File: src/rtl/des_subkey_stream.sv
// DES key-schedule subkey streamer (single DES or 3DES EDE bundle) with a valid/ready output.
// Optional key-byte odd-parity checking is enabled by defining DES_KEY_PARITY_CHECK_EN.
module des_subkey_stream #(
  parameter int NUM_KEYS = 1
) (
  input  logic                   clk,
  input  logic                   rst,
  input  logic                   start,
  input  logic                   decrypt,
  input  logic [64*NUM_KEYS-1:0] key_in,
  input  logic                   sk_ready,
  output logic                   sk_valid,
  output logic [47:0]            sk_data,
  output logic [3:0]             sk_round,
  output logic [1:0]             sk_key_idx,
  output logic                   sk_last,
  output logic                   busy,
  output logic                   done
`ifdef DES_KEY_PARITY_CHECK_EN
  ,
  output logic                   parity_err
`endif
);

  typedef enum logic [2:0] {IDLE, LOAD, RUN, ERR, DONE} state_t;

  localparam logic [1:0] LAST_PASS = 2'(NUM_KEYS - 1);

  localparam logic [5:0] PC1_TAB [56] = '{
    6'd57, 6'd49, 6'd41, 6'd33, 6'd25, 6'd17, 6'd9,  6'd1,  6'd58, 6'd50, 6'd42, 6'd34, 6'd26, 6'd18,
    6'd10, 6'd2,  6'd59, 6'd51, 6'd43, 6'd35, 6'd27, 6'd19, 6'd11, 6'd3,  6'd60, 6'd52, 6'd44, 6'd36,
    6'd63, 6'd55, 6'd47, 6'd39, 6'd31, 6'd23, 6'd15, 6'd7,  6'd62, 6'd54, 6'd46, 6'd38, 6'd30, 6'd22,
    6'd14, 6'd6,  6'd61, 6'd53, 6'd45, 6'd37, 6'd29, 6'd21, 6'd13, 6'd5,  6'd28, 6'd20, 6'd12, 6'd4};

  localparam logic [5:0] PC2_TAB [48] = '{
    6'd14, 6'd17, 6'd11, 6'd24, 6'd1,  6'd5,  6'd3,  6'd28, 6'd15, 6'd6,  6'd21, 6'd10,
    6'd23, 6'd19, 6'd12, 6'd4,  6'd26, 6'd8,  6'd16, 6'd7,  6'd27, 6'd20, 6'd13, 6'd2,
    6'd41, 6'd52, 6'd31, 6'd37, 6'd47, 6'd55, 6'd30, 6'd40, 6'd51, 6'd45, 6'd33, 6'd48,
    6'd44, 6'd49, 6'd39, 6'd56, 6'd34, 6'd53, 6'd46, 6'd42, 6'd50, 6'd36, 6'd29, 6'd32};

  // Table entries are DES bit numbers (1 = MSB).
  function automatic logic [55:0] pc1(input logic [63:0] k);
    logic [55:0] r;
    r = 56'd0;
    for (int i = 0; i < 56; i++) r[55 - i] = k[6'(7'd64 - {1'b0, PC1_TAB[i]})];
    return r;
  endfunction

  function automatic logic [47:0] pc2(input logic [55:0] cd);
    logic [47:0] r;
    r = 48'd0;
    for (int i = 0; i < 48; i++) r[47 - i] = cd[6'd56 - PC2_TAB[i]];
    return r;
  endfunction

  function automatic logic [27:0] rot28(input logic [27:0] x, input logic left, input logic two);
    logic [27:0] r;
    if (left) r = two ? {x[25:0], x[27:26]} : {x[26:0], x[27]};
    else      r = two ? {x[1:0], x[27:2]}   : {x[0], x[27:1]};
    return r;
  endfunction

  function automatic logic [55:0] rot_cd(input logic [55:0] cd, input logic left, input logic two);
    return {rot28(cd[55:28], left, two), rot28(cd[27:0], left, two)};
  endfunction

  // Shift schedule indexed by subkey number minus 1: two-bit shifts except 1, 2, 9, 16.
  function automatic logic shift_two(input logic [3:0] idx);
    logic r;
    case (idx)
      4'd0, 4'd1, 4'd8, 4'd15: r = 1'b0;
      default:                 r = 1'b1;
    endcase
    return r;
  endfunction

`ifdef DES_KEY_PARITY_CHECK_EN
  function automatic logic parity_ok(input logic [64*NUM_KEYS-1:0] k);
    logic ok;
    ok = 1'b1;
    for (int i = 0; i < 8 * NUM_KEYS; i++) ok = ok & (^k[8*i +: 8]);
    return ok;
  endfunction
`endif

  state_t                 state_r;
  logic [64*NUM_KEYS-1:0] keys_r;
  logic                   dec_r;
  logic [1:0]             pass_r;
  logic [55:0]            cd_r;

  logic        cur_dec_s, end_of_pass_s, next_last_s;
  logic [1:0]  cur_idx_s, next_pass_s, next_idx_s, first_idx_s;
  logic [3:0]  next_round_s;
  logic [55:0] adv_cd_s, load_cd_s;
  logic [63:0] next_key_s, first_key_s;

  // Pass sequencing and next C,D values; the middle EDE pass runs in the opposite mode.
  always_comb begin
    cur_dec_s     = dec_r ^ (pass_r == 2'd1);
    cur_idx_s     = dec_r ? (LAST_PASS - pass_r) : pass_r;
    next_pass_s   = pass_r + 2'd1;
    next_idx_s    = dec_r ? (LAST_PASS - next_pass_s) : next_pass_s;
    first_idx_s   = decrypt ? LAST_PASS : 2'd0;
    next_key_s    = keys_r[64*next_idx_s +: 64];
    first_key_s   = key_in[64*first_idx_s +: 64];
    end_of_pass_s = cur_dec_s ? (sk_round == 4'd0) : (sk_round == 4'd15);
    next_round_s  = cur_dec_s ? (sk_round - 4'd1) : (sk_round + 4'd1);
    next_last_s   = (pass_r == LAST_PASS) && (next_round_s == (cur_dec_s ? 4'd0 : 4'd15));
    adv_cd_s      = cur_dec_s ? rot_cd(cd_r, 1'b0, shift_two(sk_round))
                              : rot_cd(cd_r, 1'b1, shift_two(next_round_s));
    load_cd_s     = cur_dec_s ? cd_r : rot_cd(cd_r, 1'b1, 1'b0);
  end

  // Control FSM with all outputs registered.
  always_ff @(posedge clk) begin
    if (rst) begin
      state_r    <= IDLE;
      keys_r     <= {(64*NUM_KEYS){1'b0}};
      dec_r      <= 1'b0;
      pass_r     <= 2'd0;
      cd_r       <= 56'd0;
      sk_valid   <= 1'b0;
      sk_data    <= 48'd0;
      sk_round   <= 4'd0;
      sk_key_idx <= 2'd0;
      sk_last    <= 1'b0;
      busy       <= 1'b0;
      done       <= 1'b0;
`ifdef DES_KEY_PARITY_CHECK_EN
      parity_err <= 1'b0;
`endif
    end else begin
      case (state_r)
        IDLE: begin
          done <= 1'b0;
          if (start) begin
            keys_r <= key_in;
            dec_r  <= decrypt;
            pass_r <= 2'd0;
            cd_r   <= pc1(first_key_s);
            busy   <= 1'b1;
`ifdef DES_KEY_PARITY_CHECK_EN
            parity_err <= ~parity_ok(key_in);
            state_r    <= parity_ok(key_in) ? LOAD : ERR;
`else
            state_r <= LOAD;
`endif
          end else begin
            busy <= 1'b0;
          end
        end
        LOAD: begin
          cd_r       <= load_cd_s;
          sk_data    <= pc2(load_cd_s);
          sk_round   <= cur_dec_s ? 4'd15 : 4'd0;
          sk_key_idx <= cur_idx_s;
          sk_last    <= 1'b0;
          sk_valid   <= 1'b1;
          state_r    <= RUN;
        end
        RUN: begin
          if (sk_ready) begin
            if (end_of_pass_s) begin
              sk_valid <= 1'b0;
              sk_last  <= 1'b0;
              if (sk_last) begin
                done    <= 1'b1;
                state_r <= DONE;
              end else begin
                pass_r  <= next_pass_s;
                cd_r    <= pc1(next_key_s);
                state_r <= LOAD;
              end
            end else begin
              cd_r     <= adv_cd_s;
              sk_data  <= pc2(adv_cd_s);
              sk_round <= next_round_s;
              sk_last  <= next_last_s;
            end
          end
        end
        ERR: begin
          done    <= 1'b1;
          state_r <= DONE;
        end
        DONE: begin
          done    <= 1'b0;
          busy    <= 1'b0;
          state_r <= IDLE;
        end
        default: begin
          sk_valid <= 1'b0;
          busy     <= 1'b0;
          done     <= 1'b0;
          state_r  <= IDLE;
        end
      endcase
    end
  end

endmodule
File: config.mk
export PLATFORM = sky130hd
export DESIGN_NAME = des_subkey_stream
export DESIGN_NICKNAME = d
export VERILOG_FILES = /design/src/rtl/des_subkey_stream.sv
export SDC_FILE = /design/constraint.sdc
export NUM_CORES = 1
export LEC_CHECK = 0
export ABC_CLOCK_PERIOD_IN_PS = 11600
export BUFFER_PORTS_ARGS = -buffer_cell sky130_fd_sc_hd__buf_2
export CAP_MARGIN = 20
export CORE_MARGIN = 3
export CORE_UTILIZATION = 50
export CTS_CLUSTER_DIAMETER = 30
export DETAILED_ROUTE_END_ITERATION = 10
export PLACE_DENSITY = 0.71
export SYNTH_ARGS = -nofsm -noshare
export SYNTH_HDL_FRONTEND = slang
export SYNTH_SLANG_ARGS = --single-unit
File: constraint.sdc
create_clock -name clk -period 11.6 [get_ports clk]
set_input_delay 0.58 -clock clk [delete_from_list [all_inputs] [get_ports clk]]
set_output_delay 0.58 -clock clk [all_outputs]
set_load 0.01 [all_outputs]
==> flow_summary.ini <==
[status]
status = completed

[cts]
htreeDepth = 4
clk_pin_slew_worst_paths_ns = 0.07
cts_setup_buffers = 0
cts_root_buffer = clkbuf_16
cts_tree = yes
clk_latency_ns = 0.44
cts_resized = 0
cts.sinks = 176
cts_hold_buf = 0
clockBufferDepth = 2
cts_buffers = 17

[global_routing]
grt_pass1_wl_mm = 57.5
grt_max_degree = 99
track_usage_pct = 31.9
antenna_found_initial = 1
grt_pass1_vias = 10200
grt.overflow.total = 0

[detailed_routing]
postRouteAntennaNets = 0
vias = 11200
dr.pass1.iters = 6
met3_length_mm = 4.43
top_layer = met4
routed_via_density = 6.54
first_iter_violations = 1671
routedWlPerCell_um = 21.7
wl_met2_mm = 16.2
met1Wirelength_mm = 15.5
drc = 0
wl_mm = 37.2

[hold_path]
hold_path_class = in -> reg
min_to = dec_r$_SDFFE_PP0P_
hold_depth = 3
hp-start = decrypt

[synth]
ys_seq_area_share_pct = 33.3
avgSynthCellArea_um2 = 7.48
synth_area_leaders = dfxtp_1, mux2i_1, nand2_1, a21oi_1, nor2_1
yosysWarnings = 0
synth_cell_types = 64
yosys_register_bits = 176
synth_largest_area_cell = dfxtp_1
synth_flop_cell = dfxtp_1
synth-edff-count = 0
postSynthCellCount = 1413
synthTopCellsByCount = nand2_1, dfxtp_1, a21oi_1
synth_top_area_share_pct = 33.3
netlist_area_um2 = 10600
synth.most_common_cell = nand2_1
async_flop_share_pct = 0
synthesis.nets = 1488

[die]
dieWidth_um = 151
start_util_pct = 51.6
die_h_um = 151
dieArea_um2 = 22900
rows = 52
io_pins = 127
coreArea_um2 = 20500

[power_and_ir_drop]
comb_power_share_pct = 31.2
clkPwrFrac_pct = 30.7
swShare_pct = 36.8
power.switching_uw = 746
powerDensity_nw_per_um2 = 172
ir_drop_uv = 98.1
intPower_uw = 1280
leakage_uw = 0.00465
pwr-share-seq_pct = 38.1
power_uw = 2030

[worst_setup_path]
r2r_setup_slack_ns = 7.56
worstPathMaxFanout = 88
required_ns = 11.95
worstPathArrival_ns = 4.39
cp-end-kind = flop
startpoint_type = flop
reg2reg_to = cd_r[38]$_SDFFE_PP0P_
worstSetupPathType = reg -> reg
r2r_cells = 12
critPathLaunch = pass_r[1]$_SDFFE_PP0P_
r2r_start = pass_r[1]$_SDFFE_PP0P_

[finish]
post-route-util_pct = 57.5
nets = 1507
seq_area_um2 = 3520
fin_cells = 1715
multi_input_area_um2 = 6510
n_fill_cell = 1957
area_delta_synth_final_pct = 11.5
layout-drive-gt1-share_pct = 13.9

[timing]
hold_viol_final = 0
final-setup-viol-count = 0
finalCritPeriodShare_pct = 34.8
finalSetupTns_ns = 0
timing.hold.ws_ns = 0.376
max_freq_ghz = 0.248
slew_viol_final = 0
rsz0062_at_grt = false
tightest_slew_ns = 1.15
fin_crit_ns = 4.04
slew_headroom_pct = 23.2
clock_skew_ns = 0.00814

[place]
portBuffers = 118
place_congestion = 0.942
dp_hpwl_mm = 23.3
dp_cells = 1683

[run]
cap_violations = 0
## how the worst max path moves through the flow
stage / to / slack (ns) / cells past startpoint
after floorplan: cd_r[36]$_SDFFE_PP0P_ / 7.63 / 16
after detailed placement: sk_data[14]$_SDFFE_PP0P_ / 7.62 / 12
after global routing: cd_r[31]$_SDFFE_PP0P_ / 7.30 / 12
after CTS: sk_data[14]$_SDFFE_PP0P_ / 7.63 / 12
final: cd_r[38]$_SDFFE_PP0P_ / 7.56 / 12
after global placement: sk_data[14]$_SDFFE_PP0P_ / 7.65 / 12
## final cells by class
class                      instances  area share [%]
antenna                            1          0.0212
timing repair buffer             140            6.43
multi-input combinational       1090            55.3
clock buffer                      22            3.94
inverter                           7           0.244
sequential                       176            29.9
tap                              270            2.87
clock inverter                     9            1.33
## registers in the layout, summed over array words and instances, names as in the netlist
| name | count |
|---|---|
| busy | 1 |
| cd_r | 56 |
| dec_r | 1 |
| done | 1 |
| keys_r | 56 |
| pass_r | 2 |
| sk_data | 48 |
| sk_key_idx | 2 |
| sk_last | 1 |
| sk_round | 4 |
| sk_valid | 1 |
| state_r | 3 |
## metal layers
metal  GRT usage [%]  vias up
met5               0        -
met3            5.89       93
met4            10.1        0
li1                -     5187
met2            48.1      729
met1            45.9     5213
## kinds of logic (layout without fill, tap and decap cells)
family | Yosys count | count (layout) | share of synthesized area, %
and+or+nand+nor | 513 | 513 | 20.4
buffers and inverters | 147 | 178 | 5.59
adders and majority gates | 6 | 6 | 0.710
AOI/OAI and AO/OA | 443 | 443 | 27.5
DFF | 176 | 176 | 33.3
muxes | 120 | 120 | 11.6
xor gates and xnor gates | 8 | 8 | 0.840
other | 0 | 1 | 0
## critical path: stages, from the launching register on
cell	delay, ns
dfxtp_1	0.35
inv_1	0.07
ha_1	0.26
xnor2_4	0.19
buf_4	0.77
mux2i_1	0.17
buf_4	0.23
nor2_4	0.48
buf_4	0.53
nor2_1	0.26
a22oi_1	0.23
o21ai_0	0.12
a211oi_1	0.25
## power by group through the flow
stage               logic, uW  registers [uW]  clock network (uW)
global route              685             779                 647
detailed placement        617             779                   0
floorplan                 459             742                   0
CTS                       620             766                 623
finish                    633             773                 623
global placement          606             778                   0
## stage by stage
stage               setup WS [ns]  cell area, um2
global route                 7.30           11800
CTS                          7.63           11800
global placement             7.65           11200
finish                       7.56           11800
detailed placement           7.62           11200
floorplan                    7.63           10600
## cells in the final DEF (no fill, tap or decap), types with 3 or more instances in the layout
cell type     n
a22oi_1       6
nor4_1        6
dfxtp_1     176
a21oi_1     168
clkbuf_16    17
buf_2       117
ha_1          6
o221ai_1     14
o21ai_0      63
or2_2         3
a222oi_1     15
mux2i_1     110
bufinv_16     4
a31oi_1      13
nand3_1      75
nand2_1     247
a211o_1      14
a211oi_1     48
buf_4        23
o2bb2ai_1     3
o22a_1        6
o21a_1       14
clkinvlp_4    3
a311oi_1     36
xnor2_1       6
nand4_1       9
nor3_1       16
inv_1         6
nor2_1      138
a2111oi_0     4
mux2_2        8
a221oi_1     15
clkbuf_1      3
(Power assumes the default switching activity.)
